==> src/rtl/instruction_fetch.sv <==
// instruction_fetch: PC register and fetch stage in front of a synchronous
// instruction ROM. Each word comes back one cycle after its read is issued.
// A 2-entry {pc, data} buffer then hands it to decode over valid/ready.
// Redirects flush everything in flight. Halt only stops new reads from issuing.
module instruction_fetch #(
    parameter int                    ADDR_WIDTH   = 8,
    parameter int                    DATA_WIDTH   = 8,
    parameter int                    MEMORY_DEPTH = 8,
    parameter logic [ADDR_WIDTH-1:0] RESET_PC     = '0
) (
    input  logic                  clock,
    input  logic                  reset_n,
    output logic                  rom_read_enable,
    output logic [ADDR_WIDTH-1:0] rom_address,
    input  logic [DATA_WIDTH-1:0] rom_data,
    input  logic                  redirect_valid,
    input  logic [ADDR_WIDTH-1:0] redirect_address,
    input  logic                  halt,
    output logic                  instr_valid,
    output logic [DATA_WIDTH-1:0] instr_data,
    output logic [ADDR_WIDTH-1:0] instr_pc,
    input  logic                  instr_ready
);

    localparam logic [ADDR_WIDTH-1:0] LAST_PC = ADDR_WIDTH'(MEMORY_DEPTH - 1);

    logic [ADDR_WIDTH-1:0] pc;
    logic [ADDR_WIDTH-1:0] pending_pc;
    logic                  pending;

    logic [ADDR_WIDTH-1:0] head_pc;
    logic [DATA_WIDTH-1:0] head_data;
    logic [ADDR_WIDTH-1:0] tail_pc;
    logic [DATA_WIDTH-1:0] tail_data;
    logic [1:0]            occupancy;

    logic                  pop;
    logic                  push;
    logic                  issue;
    logic [2:0]            in_flight;

    // Issue only while the buffer plus the outstanding read still leaves room.
    // Gating with reset_n keeps the ROM strobe low for the whole reset.
    assign pop       = instr_valid & instr_ready;
    assign push      = pending;
    assign in_flight = {1'b0, occupancy} + {2'b00, pending} - {2'b00, pop};
    assign issue     = reset_n & ~halt & ~redirect_valid & (in_flight < 3'd2);

    assign rom_read_enable = issue;
    assign rom_address     = pc;

    assign instr_valid = (occupancy != 2'd0);
    assign instr_data  = head_data;
    assign instr_pc    = head_pc;

    // PC and in-flight read tracking; a redirect kills the outstanding return.
    always_ff @(posedge clock or negedge reset_n) begin
        if (!reset_n) begin
            pc         <= RESET_PC;
            pending    <= 1'b0;
            pending_pc <= '0;
        end else if (redirect_valid) begin
            pc      <= redirect_address;
            pending <= 1'b0;
        end else if (issue) begin
            pending    <= 1'b1;
            pending_pc <= pc;
            pc         <= (pc == LAST_PC) ? '0 : pc + ADDR_WIDTH'(1);
        end else begin
            pending <= 1'b0;
        end
    end

    // Two-entry return buffer; the head is always what decode currently sees.
    always_ff @(posedge clock or negedge reset_n) begin
        if (!reset_n) begin
            occupancy <= 2'd0;
            head_pc   <= '0;
            head_data <= '0;
            tail_pc   <= '0;
            tail_data <= '0;
        end else if (redirect_valid) begin
            occupancy <= 2'd0;
        end else begin
            case ({push, pop})
                2'b10: begin
                    if (occupancy == 2'd0) begin
                        head_pc   <= pending_pc;
                        head_data <= rom_data;
                    end else begin
                        tail_pc   <= pending_pc;
                        tail_data <= rom_data;
                    end
                    occupancy <= occupancy + 2'd1;
                end
                2'b01: begin
                    head_pc   <= tail_pc;
                    head_data <= tail_data;
                    occupancy <= occupancy - 2'd1;
                end
                2'b11: begin
                    if (occupancy == 2'd1) begin
                        head_pc   <= pending_pc;
                        head_data <= rom_data;
                    end else begin
                        head_pc   <= tail_pc;
                        head_data <= tail_data;
                        tail_pc   <= pending_pc;
                        tail_data <= rom_data;
                    end
                end
                default: begin
                    occupancy <= occupancy;
                end
            endcase
        end
    end

endmodule

==> config.mk <==
export PLATFORM = sky130hd
export DESIGN_NAME = instruction_fetch
export DESIGN_NICKNAME = d
export VERILOG_FILES = /design/src/rtl/instruction_fetch.sv
export SDC_FILE = /design/constraint.sdc
export NUM_CORES = 1
export LEC_CHECK = 0
export CAP_MARGIN = 20
export CORE_MARGIN = 4
export CORE_UTILIZATION = 25
export CTS_CLUSTER_DIAMETER = 80
export DETAILED_ROUTE_END_ITERATION = 8
export PLACE_DENSITY_LB_ADDON = 0.3
export SLEW_MARGIN = 20
export SYNTH_ARGS = -nofsm -noshare
export SYNTH_HDL_FRONTEND = slang
export SYNTH_SLANG_ARGS = --single-unit
==> constraint.sdc <==
create_clock -name clock -period 6.1 [get_ports clock]
set_input_delay 1.22 -clock clock [delete_from_list [all_inputs] [get_ports clock]]
set_output_delay 1.22 -clock clock [all_outputs]
set_load 0.03 [all_outputs]
==> results of run 1 <==
## flip-flops by register name, summed over array words and instances (netlist names)
name / flops
instr_data: 8
instr_pc: 8
occupancy: 2
pending: 1
pending_pc: 8
rom_address: 8
tail_data: 8
tail_pc: 8
## power groups by stage
stage	Combinational, W	Clock (W)	Sequential, W
CTS	0.000665	0.000286	0.000560
detailed placement	0.000662	0	0.000568
global placement	0.000653	0	0.000563
finish	0.000653	0.000275	0.000558
floorplan	0.000339	0	0.000671
global route	0.000720	0.000295	0.000580
## worst min-delay path by stage
stage	end	cells past startpoint	slack, ns	start
finish	tail_pc[5]	1	0.49	tail_pc[5]
global route	tail_pc[7]	1	0.52	tail_pc[7]
CTS	tail_pc[0]	1	0.50	tail_pc[0]
detailed placement	tail_pc[6]	1	0.48	tail_pc[6]
global placement	tail_pc[4]	1	0.47	tail_pc[4]
floorplan	pending_pc[0]	2	0.46	pending_pc[0]
## final cells by class
class	instances	area [um2]
Clock buffer	6	72.6
Clock inverter	2	60.1
Fill cell	997	6200
Inverter	7	26.3
Multi-Input combinational cell	152	1020
Sequential cell	51	1280
Tap cell	129	161
Timing Repair Buffer	48	470
## logic make-up (layout without fill, tap and decap cells)
family / after synthesis / in the layout / share of synthesized area (%)
fa+ha+maj: 4 / 4 / 2.41
simple gates: 73 / 73 / 13.9
buf+inv: 19 / 63 / 4.03
compound gates: 37 / 37 / 9.52
mux: 34 / 34 / 15.1
flops: 51 / 51 / 53.3
xor+xnor: 4 / 4 / 1.78
## metal layers
metal | part of all wire, % | global-route usage (%) | up-vias
met2 | 43 | 14.8 | 33
met1 | 50 | 12.7 | 814
met3 | 5.9 | 3.55 | 5
met4 | 1.1 | 2.50 | 0
met5 | 0 | 0 | -
li1 | - | - | 845
## metrics by stage
step	worst slack (ns)	hold slack (ns)	utilization, %	total power [W]	instance area (um2)
floorplan	2.05	0.460	-	0.00101	2390
global placement	0.776	0.472	31.8	0.00122	2950
detailed placement	0.718	0.480	31.8	0.00123	2950
CTS	0.722	0.502	33.2	0.00151	3090
global route	0.559	0.522	33.2	0.00160	3090
finish	0.743	0.495	33.2	0.00149	3090
## worst register-to-register path: cells and delay by family, from the launching register on
| kind | cells | cell delay (ns) |
|---|---|---|
| XOR/XNOR | 1 | 0.23 |
| multiplexers | 1 | 0.11 |
| buffers and inverters | 3 | 0.38 |
| flip-flops | 1 | 0.46 |
| AND/OR/NAND/NOR | 4 | 0.84 |
| AO/OA/AOI/OAI | 1 | 0.32 |
| adder cells (fa/ha/maj) | 2 | 0.70 |
## cells in the final DEF, fill, tap and decap left out, types with 4 or more instances in the layout
master / synthesis / routed
mux2i_1: 18 / 18
nor2_1: 22 / 22
clkbuf_8: 0 / 5
clkdlybuf4s50_1: 0 / 45
o21ai_0: 4 / 4
nand2_1: 32 / 32
nand3_1: 4 / 4
dfrtp_1: 51 / 51
mux2_1: 8 / 8
inv_1: 6 / 6
mux2_2: 8 / 8
a21oi_1: 17 / 17
==> out/qor.txt, run 1 <==
final setup TNS -> 0 ns
site row count -> 35
RSZ-0062 raised after global routing -> no
via count -> 1697
CP arrival -> 4.14 ns
share of cells above drive strength 1 -> 9.02%
Max Clock Freq -> 187 MHz
Peak VDD IR -> 0.000155 V
Comb pwr share -> 43.9%
Psw -> 0.000562 W
Post-DRT Antenna Nets -> 0
clk_skew -> 0.00395 ns
Critical Path Stages -> 10
Via density -> 4.30
Starting DRT DRC Count -> 50
slew margin rel. -> 38.9%
top post-synthesis cells by area -> dfrtp_1 (53%), mux2i_1 (7.5%), nand2_1 (5.0%)
CP endpoint -> rom_read_enable
CP Buf/Inv Count -> 4
synthesized instance count -> 222
Worst Tran Pin Value -> 0.916 ns
Min Clock Period, post-route -> 5.36 ns
Mapped Area -> 2390 um2
Port Buf Inserts -> 46
first-pass GRT wire length -> 8680 um
Final Cycle Share -> 87.8%
most used cell along the critical path -> clkdlybuf4s50_1
top cell type's share of synthesized area -> 53.3%
routed len/inst -> 12.5 um
slowest CP cell -> clkdlybuf4s50_1
synthesized area per cell -> 10.8 um2
antenna violations before repair -> 0
top-count cell post-synth -> dfrtp_1
ys async rst share -> 100%
Finished Layout Cells -> 395
Crit Path Max Fanout -> 17
Synth Flop Type -> dfrtp_1
Synth top cells by count -> dfrtp_1 (51), nand2_1 (32), nor2_1 (22)
power share of the sequential group -> 37.5%
DRC -> 0
die area -> 11200 um2
Clock power frac -> 18.5%
MaxCap Viol Count -> 0
CTS tree -> yes
Top Family by Delay on Critical Path -> buffers and inverters
Core ar. -> 9280 um2
vias in the first global route -> 1725
register area share after synthesis -> 53.3%
CTS resizes -> 0
worst skew pair latency -> 0.30 ns
CTS clk-pin slew, worst paths -> 0.09 ns
drt pass-1 iters -> 4
CP startpoint kind -> input port
Die Ht -> 106 um
Mapped Nets -> 247
CP peak stage delay -> 0.72 ns
Ports -> 47
# hold bufs at CTS -> 0
r2r startpoint -> occupancy[1]
post-synthesis cell type count -> 42
DP Wirelength -> 3490 um
nets -> 290
WP data required -> 4.88 ns
RD Place Congestion -> 0.686
initial core utilization -> 25.8%
Hold Path Class -> register to register
Post CTS Setup Buffer Count -> 0
Switching Share -> 37.8%
static leakage -> 1.42 nW
ant diodes -> 0
Horiz. Die Dim -> 106 um
CP startpoint -> instr_ready
CTS Buffer Depth -> 2
CP Cell Sequence -> clkdlybuf4s50_1 -> nand2b_1 -> xnor2_1 -> and2_1 -> inv_1 -> fa_1 -> and4bb_4 -> nand2_4 -> inv_2 -> clkdlybuf4s50_1
drt total wl -> 4930 um
htree depth -> 2
Int Power -> 0.000923 W
reg2reg setup slack -> 2.94 ns
CP Capture Type -> output port
pwr dens -> 481 nW/um2
status -> finished, final reports clean
Worst R2R Path Depth -> 12
Inst Count DP -> 387
GRT Util Overall -> 9.58%
synthesis-to-layout area growth -> 29.0%
setup violators final -> 0
Root Driver -> clkbuf_8
YS warnings -> 0
grt total ovfl -> 0
dominant cell type by area after synthesis -> dfrtp_1
largest net degree at the start of global routing -> 52
RR Endpoint -> rom_address[7]
EDFF count, synth -> 0
Synth Register Bits -> 51
Crit Path Class -> input port to output port
max-slew violation count -> 0
Final Hold Violating Endpoints -> 0
clk sink count -> 51
total CTS buffers -> 5
Power figures use the tool's default switching activity.
==> run 2, diff against run 1 <==
--- a/config.mk
+++ b/config.mk
@@ -9,6 +9,7 @@
 export CORE_MARGIN = 4
 export CORE_UTILIZATION = 25
 export CTS_CLUSTER_DIAMETER = 80
+export CTS_CLUSTER_SIZE = 14
 export DETAILED_ROUTE_END_ITERATION = 8
 export PLACE_DENSITY_LB_ADDON = 0.3
 export SLEW_MARGIN = 20
==> results of run 2 <==
Final layout, timing and power as in run 1 (identical DEF).
==> run 3, diff against run 2 <==
--- a/config.mk
+++ b/config.mk
@@ -9,9 +9,9 @@
 export CORE_MARGIN = 4
 export CORE_UTILIZATION = 25
 export CTS_CLUSTER_DIAMETER = 80
-export CTS_CLUSTER_SIZE = 14
+export CTS_CLUSTER_SIZE = 10
 export DETAILED_ROUTE_END_ITERATION = 8
-export PLACE_DENSITY_LB_ADDON = 0.3
+export PLACE_DENSITY = 0.53
 export SLEW_MARGIN = 20
 export SYNTH_ARGS = -nofsm -noshare
 export SYNTH_HDL_FRONTEND = slang
==> run 3 against run 2 <==
Routed wire length grew 2.1%. Worst setup slack got worse by 0.029 ns. Sequential share of layout area increased by 0.54 points. First-iteration DRC count up 28%. Clock skew grew 0.0036 ns. Final area decreased by 1.3%. Critical path type unchanged. Largest cell class unchanged. Largest power group unchanged. Highest routed layer unchanged.
==> out/qor.txt, run 3 (synthesized netlist as in run 1, its figures left out) <==
most frequent cells in the layout -> dfrtp_1 (51), clkdlybuf4s50_1 (45), nand2_1 (32)
worst skew pair latency -> 0.30 ns (about the same)
Root Driver -> clkbuf_8
Crit Path Max Fanout -> 17 (unchanged)
clk_skew -> 0.00755 ns (+0.00360 ns)
RD Place Congestion -> 0.746 (+8.7%)
final setup TNS -> 0 ns (unchanged)
ant diodes -> 0 (unchanged)
Peak VDD IR -> 0.000110 V (-29%)
Worst Tran Pin Value -> 0.946 ns (+0.0300 ns)
setup violators final -> 0 (unchanged)
first-pass GRT wire length -> 8490 um (-2.2%)
r2r startpoint -> occupancy[1]
grt total ovfl -> 0 (unchanged)
Final Core Density -> 32.8% (-0.43 points)
Inst Count DP -> 388 (+0.26%)
Via density -> 4.26 (-0.96%)
CP Capture Type -> output port
CP arrival -> 4.17 ns (+0.03 ns)
slowest CP cell -> clkdlybuf4s50_1
pwr dens -> 463 nW/um2 (-3.9%)
CP Cell Sequence -> clkdlybuf4s50_1 -> nand2b_1 -> xnor2_1 -> and2_1 -> inv_1 -> fa_1 -> and4bb_4 -> nand2_4 -> inv_2 -> clkdlybuf4s50_1
Hold Path Class -> register to register
CTS tree -> yes
Min Clock Period, post-route -> 5.39 ns (+0.0294 ns)
Worst R2R Path Depth -> 12 (unchanged)
MaxCap Viol Count -> 0 (unchanged)
RR Endpoint -> rom_address[7]
largest net degree at the start of global routing -> 52 (unchanged)
nets -> 291 (+0.34%)
Crit Path Class -> input port to output port
RSZ-0062 raised after global routing -> no
vias in the first global route -> 1715 (-0.58%)
drt total wl -> 5040 um (+2.1%)
DRC -> 0 (unchanged)
Die Ht -> 106 um (unchanged)
Core ar. -> 9280 um2 (unchanged)
Ports -> 47 (unchanged)
initial core utilization -> 25.8% (unchanged)
CP peak stage delay -> 0.72 ns (about the same)
final worst slack -> 0.713 ns (-0.0294 ns)
Post-DRT Antenna Nets -> 0 (unchanged)
DP Wirelength -> 3430 um (-1.9%)
CTS resizes -> 0 (unchanged)
synthesis-to-layout area growth -> 27.4%
Horiz. Die Dim -> 106 um (unchanged)
CTS clk-pin slew, worst paths -> 0.09 ns (about the same)
site row count -> 35 (unchanged)
clk sink count -> 51 (unchanged)
status -> finished, final reports clean
# hold bufs at CTS -> 0 (unchanged)
die area -> 11200 um2 (unchanged)
antenna violations before repair -> 0 (unchanged)
static leakage -> 1.40 nW (-1.4%)
most common cell after layout, fill and taps aside -> dfrtp_1
Final Hold Violating Endpoints -> 0 (unchanged)
total CTS buffers -> 5 (unchanged)
worst hold path cell count -> 1 (unchanged)
WP data required -> 4.88 ns (about the same)
Post CTS Setup Buffer Count -> 0 (unchanged)
routed len/inst -> 12.7 um (+1.8%)
Placement Setup Slack -> 0.714 ns (-0.00492 ns)
CTS Buffer Depth -> 2 (unchanged)
Port Buf Inserts -> 46 (unchanged)
share of cells above drive strength 1 -> 9.36% (+0.34 points)
htree depth -> 2 (unchanged)
Min-Delay Endpoint -> tail_pc[3]
Finished Layout Cells -> 396 (+0.25%)
Final Cycle Share -> 88.3% (+0.48 points)
Max Clock Freq -> 186 MHz (-0.55%)
reg2reg setup slack -> 2.95 ns (about the same)
GRT Util Overall -> 9.50% (-0.082 points)
max-slew violation count -> 0 (unchanged)
via count -> 1685 (-0.71%)
hold path start -> tail_pc[3]
drt pass-1 iters -> 4 (unchanged)
slew margin rel. -> 36.9% (-2.0 points)
most used cell along the critical path -> clkdlybuf4s50_1
CP startpoint kind -> input port
Starting DRT DRC Count -> 64 (+28%)
run 3: cell types whose count changed in the layout (fill, tap and decap cells not counted):
| cell | change |
|---|---|
| clkinvlp_4 | +1 |
| clkinv_2 | +1 |
| buf_4 | +1 |
| bufinv_16 | -2 |
run 3: area by class of cell:
| type | count | area (um2) |
|---|---|---|
| Timing Repair Buffer | 49 | 478 |
| Inverter | 7 | 26.3 |
| Clock inverter | 2 | 12.5 |
| Multi-Input combinational cell | 152 | 1020 |
| Fill cell | 988 | 6240 |
| Sequential cell | 51 | 1280 |
| Clock buffer | 6 | 72.6 |
| Tap cell | 129 | 161 |
run 3: worst max-delay path by stage:
stage / startpoint / to / slack (ns) / depth (start not counted)
6_report: instr_ready / rom_read_enable / 0.71 / 10
3_3_place_gp: instr_ready / rom_read_enable / 0.78 / 10
5_1_grt: instr_ready / rom_read_enable / 0.56 / 10
3_5_place_dp: instr_ready / rom_read_enable / 0.71 / 10
4_1_cts: instr_ready / rom_read_enable / 0.70 / 10
2_1_floorplan: instr_ready / rom_read_enable / 2.05 / 10
run 3: critical path: cells and delay by family:
kind	cells	cell delay, ns
xor+xnor	1	0.23
simple gates	4	0.76
fa+ha+maj	1	0.48
buf+inv	4	1.46
run 3: report_power, final:
part           total (W)  switching [W]  internal, W  leakage (nW)
combinational   0.000659       0.000367     0.000291         0.723
sequential      0.000557      0.0000883     0.000469         0.637
clock           0.000193       0.000113    0.0000805        0.0412
run 3: per-layer routing:
metal | vias up | global-route usage, % | share of wire (%)
li1 | 852 | - | -
met1 | 793 | 13.5 | 52
met2 | 38 | 13.7 | 42
met3 | 2 | 3.00 | 5.5
met4 | 0 | 3.05 | 0.56
met5 | - | 0 | 0
run 3: stage by stage:
stage	hold slack [ns]	power, W	area, um2
after floorplan	0.460	0.00101	2390
after global placement	0.472	0.00122	2960
after detailed placement	0.480	0.00123	2960
after CTS	0.502	0.00143	3050
after global routing	0.508	0.00152	3050
final	0.495	0.00141	3050
